==> src/rtl/gcd_pkg.sv <==
// Shared types and default sizing for the GCD client slice.
package gcd_pkg;

    localparam int unsigned GCD_WIDTH   = 4;
    localparam int unsigned GCD_TIMEOUT = 64;
    localparam int unsigned GCD_CNT_W   = 8;

    typedef enum logic [1:0] {
        IDLE  = 2'd0,
        ISSUE = 2'd1,
        WAIT  = 2'd2,
        HOLD  = 2'd3
    } gcd_state_e;

endpackage

==> src/rtl/gcd_client_if.sv <==
// Operand/result handshake bundle between a requester and the GCD client.
interface gcd_client_if
    import gcd_pkg::*;
#(
    parameter int unsigned WIDTH = GCD_WIDTH
) ();

    logic             in_valid;
    logic             in_ready;
    logic [WIDTH-1:0] in_a;
    logic [WIDTH-1:0] in_b;
    logic             res_valid;
    logic             res_ready;
    logic [WIDTH-1:0] res_gcd;
    logic [WIDTH-1:0] res_a;
    logic [WIDTH-1:0] res_b;
    logic             res_err;

    // Requester side: offers operands, consumes results.
    modport master (
        output in_valid, in_a, in_b, res_ready,
        input  in_ready, res_valid, res_gcd, res_a, res_b, res_err
    );

    // Client side: accepts operands, presents results.
    modport slave (
        input  in_valid, in_a, in_b, res_ready,
        output in_ready, res_valid, res_gcd, res_a, res_b, res_err
    );

endinterface

==> src/rtl/gcd_watchdog.sv <==
// Cycle counter that flags when an engine operation has run too long.
module gcd_watchdog
    import gcd_pkg::*;
#(
    parameter int unsigned TIMEOUT = GCD_TIMEOUT
) (
    input  logic clk,
    input  logic rst,
    input  logic clear,
    input  logic enable,
    output logic expired
);

    localparam int unsigned CW = $clog2(TIMEOUT + 1);

    logic [CW-1:0] cnt_q;
    logic [CW-1:0] cnt_d;

    // Last enabled cycle before the count would reach TIMEOUT.
    assign expired = enable && (cnt_q == CW'(TIMEOUT - 1));

    // Count enabled cycles from zero; hold once expired.
    always_comb begin
        cnt_d = cnt_q;
        if (clear) begin
            cnt_d = '0;
        end else if (enable && !expired) begin
            cnt_d = cnt_q + CW'(1);
        end
    end

    // Counter register.
    always_ff @(posedge clk) begin
        if (rst) begin
            cnt_q <= '0;
        end else begin
            cnt_q <= cnt_d;
        end
    end

endmodule

==> src/rtl/gcd_client.sv <==
// Sequences one operand pair at a time through an external GCD engine,
// short-circuits b==0, and aborts engine runs that exceed TIMEOUT cycles.
module gcd_client
    import gcd_pkg::*;
#(
    parameter int unsigned WIDTH   = GCD_WIDTH,
    parameter int unsigned TIMEOUT = GCD_TIMEOUT
) (
    input  logic                 clk,
    input  logic                 rst,
    gcd_client_if.slave          bus,
    output logic                 gcd_start,
    output logic [WIDTH-1:0]     gcd_a,
    output logic [WIDTH-1:0]     gcd_b,
    output logic                 gcd_rst,
    input  logic [WIDTH-1:0]     gcd_out,
    input  logic                 gcd_done,
    input  logic                 gcd_busy,
    output logic [GCD_CNT_W-1:0] ops_cnt,
    output logic [GCD_CNT_W-1:0] err_cnt
);

    gcd_state_e state_q, state_d;

    logic [WIDTH-1:0]     res_gcd_q, res_gcd_d;
    logic [WIDTH-1:0]     res_a_q, res_a_d;
    logic [WIDTH-1:0]     res_b_q, res_b_d;
    logic                 res_err_q, res_err_d;
    logic [WIDTH-1:0]     gcd_a_q, gcd_a_d;
    logic [WIDTH-1:0]     gcd_b_q, gcd_b_d;
    logic                 tmo_q, tmo_d;
    logic [GCD_CNT_W-1:0] ops_q, ops_d;
    logic [GCD_CNT_W-1:0] err_q, err_d;

    logic start_c;
    logic wd_enable_c;
    logic wd_expired;

    // Watchdog runs only while an engine result is awaited.
    gcd_watchdog #(
        .TIMEOUT (TIMEOUT)
    ) u_watchdog (
        .clk     (clk),
        .rst     (rst),
        .clear   (state_q != WAIT),
        .enable  (wd_enable_c),
        .expired (wd_expired)
    );

    // State register.
    always_ff @(posedge clk) begin
        if (rst) begin
            state_q <= IDLE;
        end else begin
            state_q <= state_d;
        end
    end

    // Next-state and datapath next values.
    always_comb begin
        state_d     = state_q;
        res_gcd_d   = res_gcd_q;
        res_a_d     = res_a_q;
        res_b_d     = res_b_q;
        res_err_d   = res_err_q;
        gcd_a_d     = gcd_a_q;
        gcd_b_d     = gcd_b_q;
        tmo_d       = 1'b0;
        ops_d       = ops_q;
        err_d       = err_q;
        start_c     = 1'b0;
        wd_enable_c = 1'b0;

        case (state_q)
            IDLE: begin
                if (bus.in_valid) begin
                    res_a_d = bus.in_a;
                    res_b_d = bus.in_b;
                    if (bus.in_b == '0) begin
                        // Engine would never finish for b==0; answer is a.
                        res_gcd_d = bus.in_a;
                        res_err_d = 1'b0;
                        state_d   = HOLD;
                    end else begin
                        gcd_a_d = bus.in_a;
                        gcd_b_d = bus.in_b;
                        state_d = ISSUE;
                    end
                end
            end
            ISSUE: begin
                if (!gcd_busy) begin
                    start_c = 1'b1;
                    state_d = WAIT;
                end
            end
            WAIT: begin
                wd_enable_c = 1'b1;
                if (gcd_done) begin
                    res_gcd_d = gcd_out;
                    res_err_d = 1'b0;
                    state_d   = HOLD;
                end else if (wd_expired) begin
                    res_gcd_d = '0;
                    res_err_d = 1'b1;
                    tmo_d     = 1'b1;
                    state_d   = HOLD;
                end
            end
            HOLD: begin
                if (bus.res_ready) begin
                    state_d = IDLE;
                    if (res_err_q) begin
                        err_d = err_q + GCD_CNT_W'(1);
                    end else begin
                        ops_d = ops_q + GCD_CNT_W'(1);
                    end
                end
            end
            default: begin
                state_d = IDLE;
            end
        endcase
    end

    // Datapath registers.
    always_ff @(posedge clk) begin
        if (rst) begin
            res_gcd_q <= '0;
            res_a_q   <= '0;
            res_b_q   <= '0;
            res_err_q <= 1'b0;
            gcd_a_q   <= '0;
            gcd_b_q   <= '0;
            tmo_q     <= 1'b0;
            ops_q     <= '0;
            err_q     <= '0;
        end else begin
            res_gcd_q <= res_gcd_d;
            res_a_q   <= res_a_d;
            res_b_q   <= res_b_d;
            res_err_q <= res_err_d;
            gcd_a_q   <= gcd_a_d;
            gcd_b_q   <= gcd_b_d;
            tmo_q     <= tmo_d;
            ops_q     <= ops_d;
            err_q     <= err_d;
        end
    end

    // Handshake flags are masked during reset so nothing is offered or taken.
    assign bus.in_ready  = (state_q == IDLE) && !rst;
    assign bus.res_valid = (state_q == HOLD) && !rst;
    assign bus.res_gcd   = res_gcd_q;
    assign bus.res_a     = res_a_q;
    assign bus.res_b     = res_b_q;
    assign bus.res_err   = res_err_q;

    assign gcd_start = start_c && !rst;
    assign gcd_a     = gcd_a_q;
    assign gcd_b     = gcd_b_q;
    assign gcd_rst   = rst || tmo_q;
    assign ops_cnt   = ops_q;
    assign err_cnt   = err_q;

endmodule

==> src/flat_wrapper.sv <==
// flat-port wrapper written by rule: the top's interface ports become plain ports
module gcd_client_flat import gcd_pkg::*;
#(
    parameter int unsigned WIDTH   = GCD_WIDTH,
    parameter int unsigned TIMEOUT = GCD_TIMEOUT
)
  (clk, rst, gcd_start, gcd_a, gcd_b, gcd_rst, gcd_out, gcd_done, gcd_busy, ops_cnt, err_cnt, bus_in_valid, bus_in_a, bus_in_b, bus_res_ready, bus_in_ready, bus_res_valid, bus_res_gcd, bus_res_a, bus_res_b, bus_res_err);
  gcd_client_if #(.WIDTH(WIDTH)) bus_i ();
  input  logic clk;
  input  logic rst;
  output logic gcd_start;
  output logic [WIDTH-1:0] gcd_a;
  output logic [WIDTH-1:0] gcd_b;
  output logic gcd_rst;
  input  logic [WIDTH-1:0] gcd_out;
  input  logic gcd_done;
  input  logic gcd_busy;
  output logic [GCD_CNT_W-1:0] ops_cnt;
  output logic [GCD_CNT_W-1:0] err_cnt;
  input wire logic [$bits(bus_i.in_valid)-1:0] bus_in_valid;
  input wire logic [$bits(bus_i.in_a)-1:0] bus_in_a;
  input wire logic [$bits(bus_i.in_b)-1:0] bus_in_b;
  input wire logic [$bits(bus_i.res_ready)-1:0] bus_res_ready;
  output wire logic [$bits(bus_i.in_ready)-1:0] bus_in_ready;
  output wire logic [$bits(bus_i.res_valid)-1:0] bus_res_valid;
  output wire logic [$bits(bus_i.res_gcd)-1:0] bus_res_gcd;
  output wire logic [$bits(bus_i.res_a)-1:0] bus_res_a;
  output wire logic [$bits(bus_i.res_b)-1:0] bus_res_b;
  output wire logic [$bits(bus_i.res_err)-1:0] bus_res_err;
  assign bus_i.in_valid = bus_in_valid;
  assign bus_i.in_a = bus_in_a;
  assign bus_i.in_b = bus_in_b;
  assign bus_i.res_ready = bus_res_ready;
  assign bus_in_ready = bus_i.in_ready;
  assign bus_res_valid = bus_i.res_valid;
  assign bus_res_gcd = bus_i.res_gcd;
  assign bus_res_a = bus_i.res_a;
  assign bus_res_b = bus_i.res_b;
  assign bus_res_err = bus_i.res_err;
  gcd_client #(.WIDTH(WIDTH), .TIMEOUT(TIMEOUT)) u_core (.clk(clk), .rst(rst), .bus(bus_i), .gcd_start(gcd_start), .gcd_a(gcd_a), .gcd_b(gcd_b), .gcd_rst(gcd_rst), .gcd_out(gcd_out), .gcd_done(gcd_done), .gcd_busy(gcd_busy), .ops_cnt(ops_cnt), .err_cnt(err_cnt));
endmodule
==> config.mk <==
export PLATFORM = sky130hd
export DESIGN_NAME = gcd_client_flat
export DESIGN_NICKNAME = d
export VERILOG_FILES = /design/src/rtl/gcd_pkg.sv /design/src/rtl/gcd_client_if.sv /design/src/rtl/gcd_watchdog.sv /design/src/rtl/gcd_client.sv /design/src/flat_wrapper.sv
export SDC_FILE = /design/constraint.sdc
export NUM_CORES = 1
export LEC_CHECK = 0
export CORE_UTILIZATION = 48
export DETAILED_ROUTE_END_ITERATION = 12
export GPL_ROUTABILITY_DRIVEN = 0
export HOLD_SLACK_MARGIN = 0.15
export PLACE_DENSITY = 0.85
export SYNTH_ARGS = -nofsm -noshare
export SYNTH_HDL_FRONTEND = slang
export SYNTH_HIERARCHICAL = 1
export SYNTH_SLANG_ARGS = --single-unit
==> constraint.sdc <==
create_clock -name clk -period 2.2 [get_ports clk]
set_input_delay 0.33 -clock clk [delete_from_list [all_inputs] [get_ports clk]]
set_output_delay 0.33 -clock clk [all_outputs]
set_load 0.05 [all_outputs]
==> results.py <==
metrics = {
    "status": {
        "outcome": "finished clean",
    },
    "synth": {
        "synth_mux_area_share_pct": 5.83,
        "synth_edf_count": 0,
        "synthXorXnorAreaFrac_pct": 1.62,
        "synth_fa_ha_area_share_pct": 5.20,
        "yosys.area_share.simple_pct": 25.4,
        "synth_compound_area_share_pct": 15.5,
        "syn_nets": 274,
        "ys_seq_area_share_pct": 43.4,
        "ys_async_sr_fraction_pct": 0,
        "ys_ff_latch": 47,
        "synth_top_family_by_area": "simple AND/OR/NAND/NOR gates",
        "yosys_warnings": 6,
        "syn_avg_cell_area_um2": 8.77,
        "syn_inst": 247,
        "synth_cell_types": 41,
        "ys.flop_type": "dfxtp_1",
        "syn_area_um2": 2170,
    },
    "min_path": {
        "holdPathEnd": "u_core/bus.res_b[3]$_SDFFE_PP0P_",
        "min_from": "u_core/bus.res_b[3]$_SDFFE_PP0P_",
        "hold_path_depth": 2,
        "hold_class": "reg -> reg",
    },
    "layout": {
        "fillers": 346,
        "multi_input_area_um2": 1170,
        "antenna_cells": 0,
        "stdcell_count": 367,
        "area_growth_pct": 37.6,
        "drive_gt1_share_pct": 12.1,
        "regArea_um2": 941,
        "nNetsFinal": 341,
    },
    "clock_network": {
        "clockBufferDepth": 2,
        "cts_root_buf": "clkbuf_8",
        "insertion_delay_ps": 300,
        "cts_tree": "done",
        "htreeDepth": 2,
        "cts_setup_buffers": 0,
        "cts_sinks": 47,
        "cts_buffers": 5,
        "path_clk_slew_ps": 90,
    },
    "setup_path": {
        "ff2ff_setup_slack_ps": 180,
        "critPathBufInv": 1,
        "crit_arrival_ps": 2200,
        "critPathLaunchType": "flip-flop",
        "critPathRequiredTime_ps": 2390,
        "crit_fanout": 5,
        "critPathSlowestCell": "dfxtp_1",
        "reg2reg_depth": 8,
        "critPathTopFamily": "simple AND/OR/NAND/NOR gates",
        "critPathMaxStageDelay_ps": 390,
        "r2r_end": "u_core/bus.res_gcd[3]$_SDFFE_PP0P_",
        "path_cells": "inv_1 -> ha_1 -> and4_2 -> nand3_1 -> nor2_1 -> nor3b_2 -> a2111o_1 -> mux2_2",
        "cp-end-kind": "flip-flop",
        "reg2reg_from": "u_core/state_q[0]$_SDFFE_PP0P_",
        "critical_path_class": "reg -> reg",
    },
    "job": {
        "drv_cap": 0,
    },
    "placed_design": {
        "io_buffers": 58,
        "place_inst": 359,
        "dp.final_hpwl_um": 3720,
    },
    "sta": {
        "fmax_mhz": 496,
        "tightest_slew_ps": 652,
        "max-slew-margin-rel_pct": 56.5,
        "finClkSkew_ps": 6.71,
        "min_period_ps": 2020,
        "final_max_slew_viol_count": 0,
        "final_hold_viol_count": 0,
        "rsz0062_at_grt": "false",
        "final-setup-viol-count": 0,
        "post-route-period-util_pct": 91.7,
        "tns_ps": 0,
    },
    "route": {
        "drt_wl_total_um": 5160,
        "ant_nets": 0,
        "viasPerCell": 5.59,
        "wl_per_cell_um": 14.1,
        "drt_iter0_drc": 108,
        "drc": 0,
        "drtPass1Iterations": 4,
        "routed-via-count": 2052,
    },
    "power": {
        "switching_share_pct": 38.2,
        "switchingPower_mw": 1.04,
        "leakage_nw": 1.10,
        "power-per-cell-area_nw_per_um2": 913,
        "clkPwrFrac_pct": 21.0,
        "total_power_mw": 2.72,
        "p_comb_share_pct": 42.1,
        "p_seq_share_pct": 37.0,
        "p_int_mw": 1.68,
        "ir_drop_uv": 525,
    },
    "global_routing": {
        "grt_max_degree": 38,
        "grt_antenna_before_repair": 0,
        "grt_pass1_wl_um": 8640,
        "grt_overflow": 0,
        "grt_pass1_vias": 1947,
        "grt_use_total_pct": 22.0,
    },
    "floorplan": {
        "pin_count": 59,
        "fp.dieW_um": 69.2,
        "die-area_um2": 4790,
        "initial_core_util_pct": 49.8,
        "rows": 24,
        "die-height_um": 69.2,
        "coreArea_um2": 4350,
    },
}
==> registers in the layout, summed over array words and instances, names as in the netlist <==
name and count:
u_core/ops_cnt 8, u_core/bus.res_a 4, u_core/gcd_b 4, u_core/gcd_a 4
u_core/u_watchdog/cnt_q 7, u_core/err_cnt 8, u_core/state_q 2, u_core/bus.res_gcd 4
u_core/tmo_q 1, u_core/bus.res_err 1, u_core/bus.res_b 4
==> per-stage QoR <==
step / utilization (%) / setup WS (ps) / cell area [um2] / hold WS [ps]
2_1_floorplan: - / 8.24 / 2170 / 409
3_3_place_gp: 66.0 / -30.4 / 2870 / 442
3_5_place_dp: 66.0 / -45.6 / 2870 / 453
4_1_cts: 68.4 / 60.0 / 2980 / 466
5_1_grt: 68.5 / 48.8 / 2980 / 486
6_report: 68.5 / 183 / 2980 / 462
==> cells in the final DEF (no fill, tap or decap), types with 2 or more instances in the layout <==
cell	synthesis	layout
nand2_1	26	26
nand3_1	15	15
a31oi_1	4	4
clkdlybuf4s50_1	0	53
nor4_1	3	3
buf_4	0	14
a2111o_1	2	2
o21ai_0	16	16
or3_1	5	5
clkbuf_8	0	7
mux2i_1	7	7
nand4_1	4	4
dfxtp_1	47	47
nand2b_1	6	6
xor2_1	3	3
inv_1	7	7
ha_1	9	9
or4_1	5	5
a21oi_1	29	29
mux2_2	5	5
and2_1	3	3
buf_12	0	2
nor2b_1	9	9
o31ai_1	5	5
nor2_1	9	9
==> per-layer routing <==
layer	share of wire, %	global-route usage, %	routed length (um)
met1	45	27.3	2310
met3	4.5	4.65	233
met4	1.6	9.07	80
met2	49	36.9	2540
met5	0	0	0
==> worst min-delay path, stage by stage, from the launching register on <==
cell     delay, ps
dfxtp_1        320
nand2_1         50
a21oi_1         50
==> Yosys cell counts, types with 2 or more instances <==
cell      count  area (um2)
mux2_2        5        56.3
xor2_1        3        26.3
a21oi_1      29         145
or3_1         5        31.3
ha_1          9         113
nand4_1       4        25.0
nor2_1        9        33.8
nor4_1        3        18.8
o21ai_0      16        80.1
o31ai_1       5        37.5
or4_1         5        37.5
nand2b_1      6        37.5
nand2_1      26        97.6
dfxtp_1      47         941
a31oi_1       4        25.0
nor3b_1       2        15.0
mux2i_1       7        70.1
clkbuf_1      8        30.0
a2111o_1      2        22.5
and2_1        3        18.8
inv_1         7        26.3
nand3_1      15        75.1
nor2b_1       9        56.3
==> worst max path at each step <==
stage,cells after the start,startpoint,end,slack (ps)
finish,8,u_core/state_q[0]$_SDFFE_PP0P_,u_core/bus.res_gcd[3]$_SDFFE_PP0P_,180
global route,8,u_core/state_q[0]$_SDFFE_PP0P_,u_core/state_q[0]$_SDFFE_PP0P_,50
CTS,8,u_core/state_q[0]$_SDFFE_PP0P_,u_core/bus.res_gcd[3]$_SDFFE_PP0P_,60
detailed placement,4,bus_in_b[0],u_core/bus.res_gcd[3]$_SDFFE_PP0P_,-50
global placement,4,bus_in_b[0],u_core/bus.res_gcd[2]$_SDFFE_PP0P_,-30
floorplan,3,rst,gcd_start,8
==> cell families (layout without fill, tap and decap cells) <==
logic type,after synthesis,count (layout)
AOI/OAI and AO/OA,59,59
xor gates and xnor gates,4,4
adders and majority gates,9,9
buffers and inverters,17,85
DFF,47,47
muxes,12,12
and+or+nand+nor,99,99
==> cell type report <==
class	instances	area share, %
timing repair buffer	70	22.8
sequential	47	31.5
inverter	7	0.881
multi-input combinational	183	39.1
tap	52	2.18
clock buffer	7	3.23
clock inverter	1	0.252
==> what timing repair did <==
action	4_1_cts	5_1_grt
gates resized for setup	0	1
hold buffers	0	0
endpoints found under the setup margin	0	4
==> power groups by stage <==
stage               clock [mW]  sequential [mW]  combinational (mW)
floorplan                    0             1.29               0.495
global placement             0             1.02                1.11
detailed placement           0             1.03                1.14
CTS                      0.580             1.01                1.14
global route             0.614             1.02                1.23
finish                   0.571             1.01                1.15
Power figures use the tool's default switching activity.
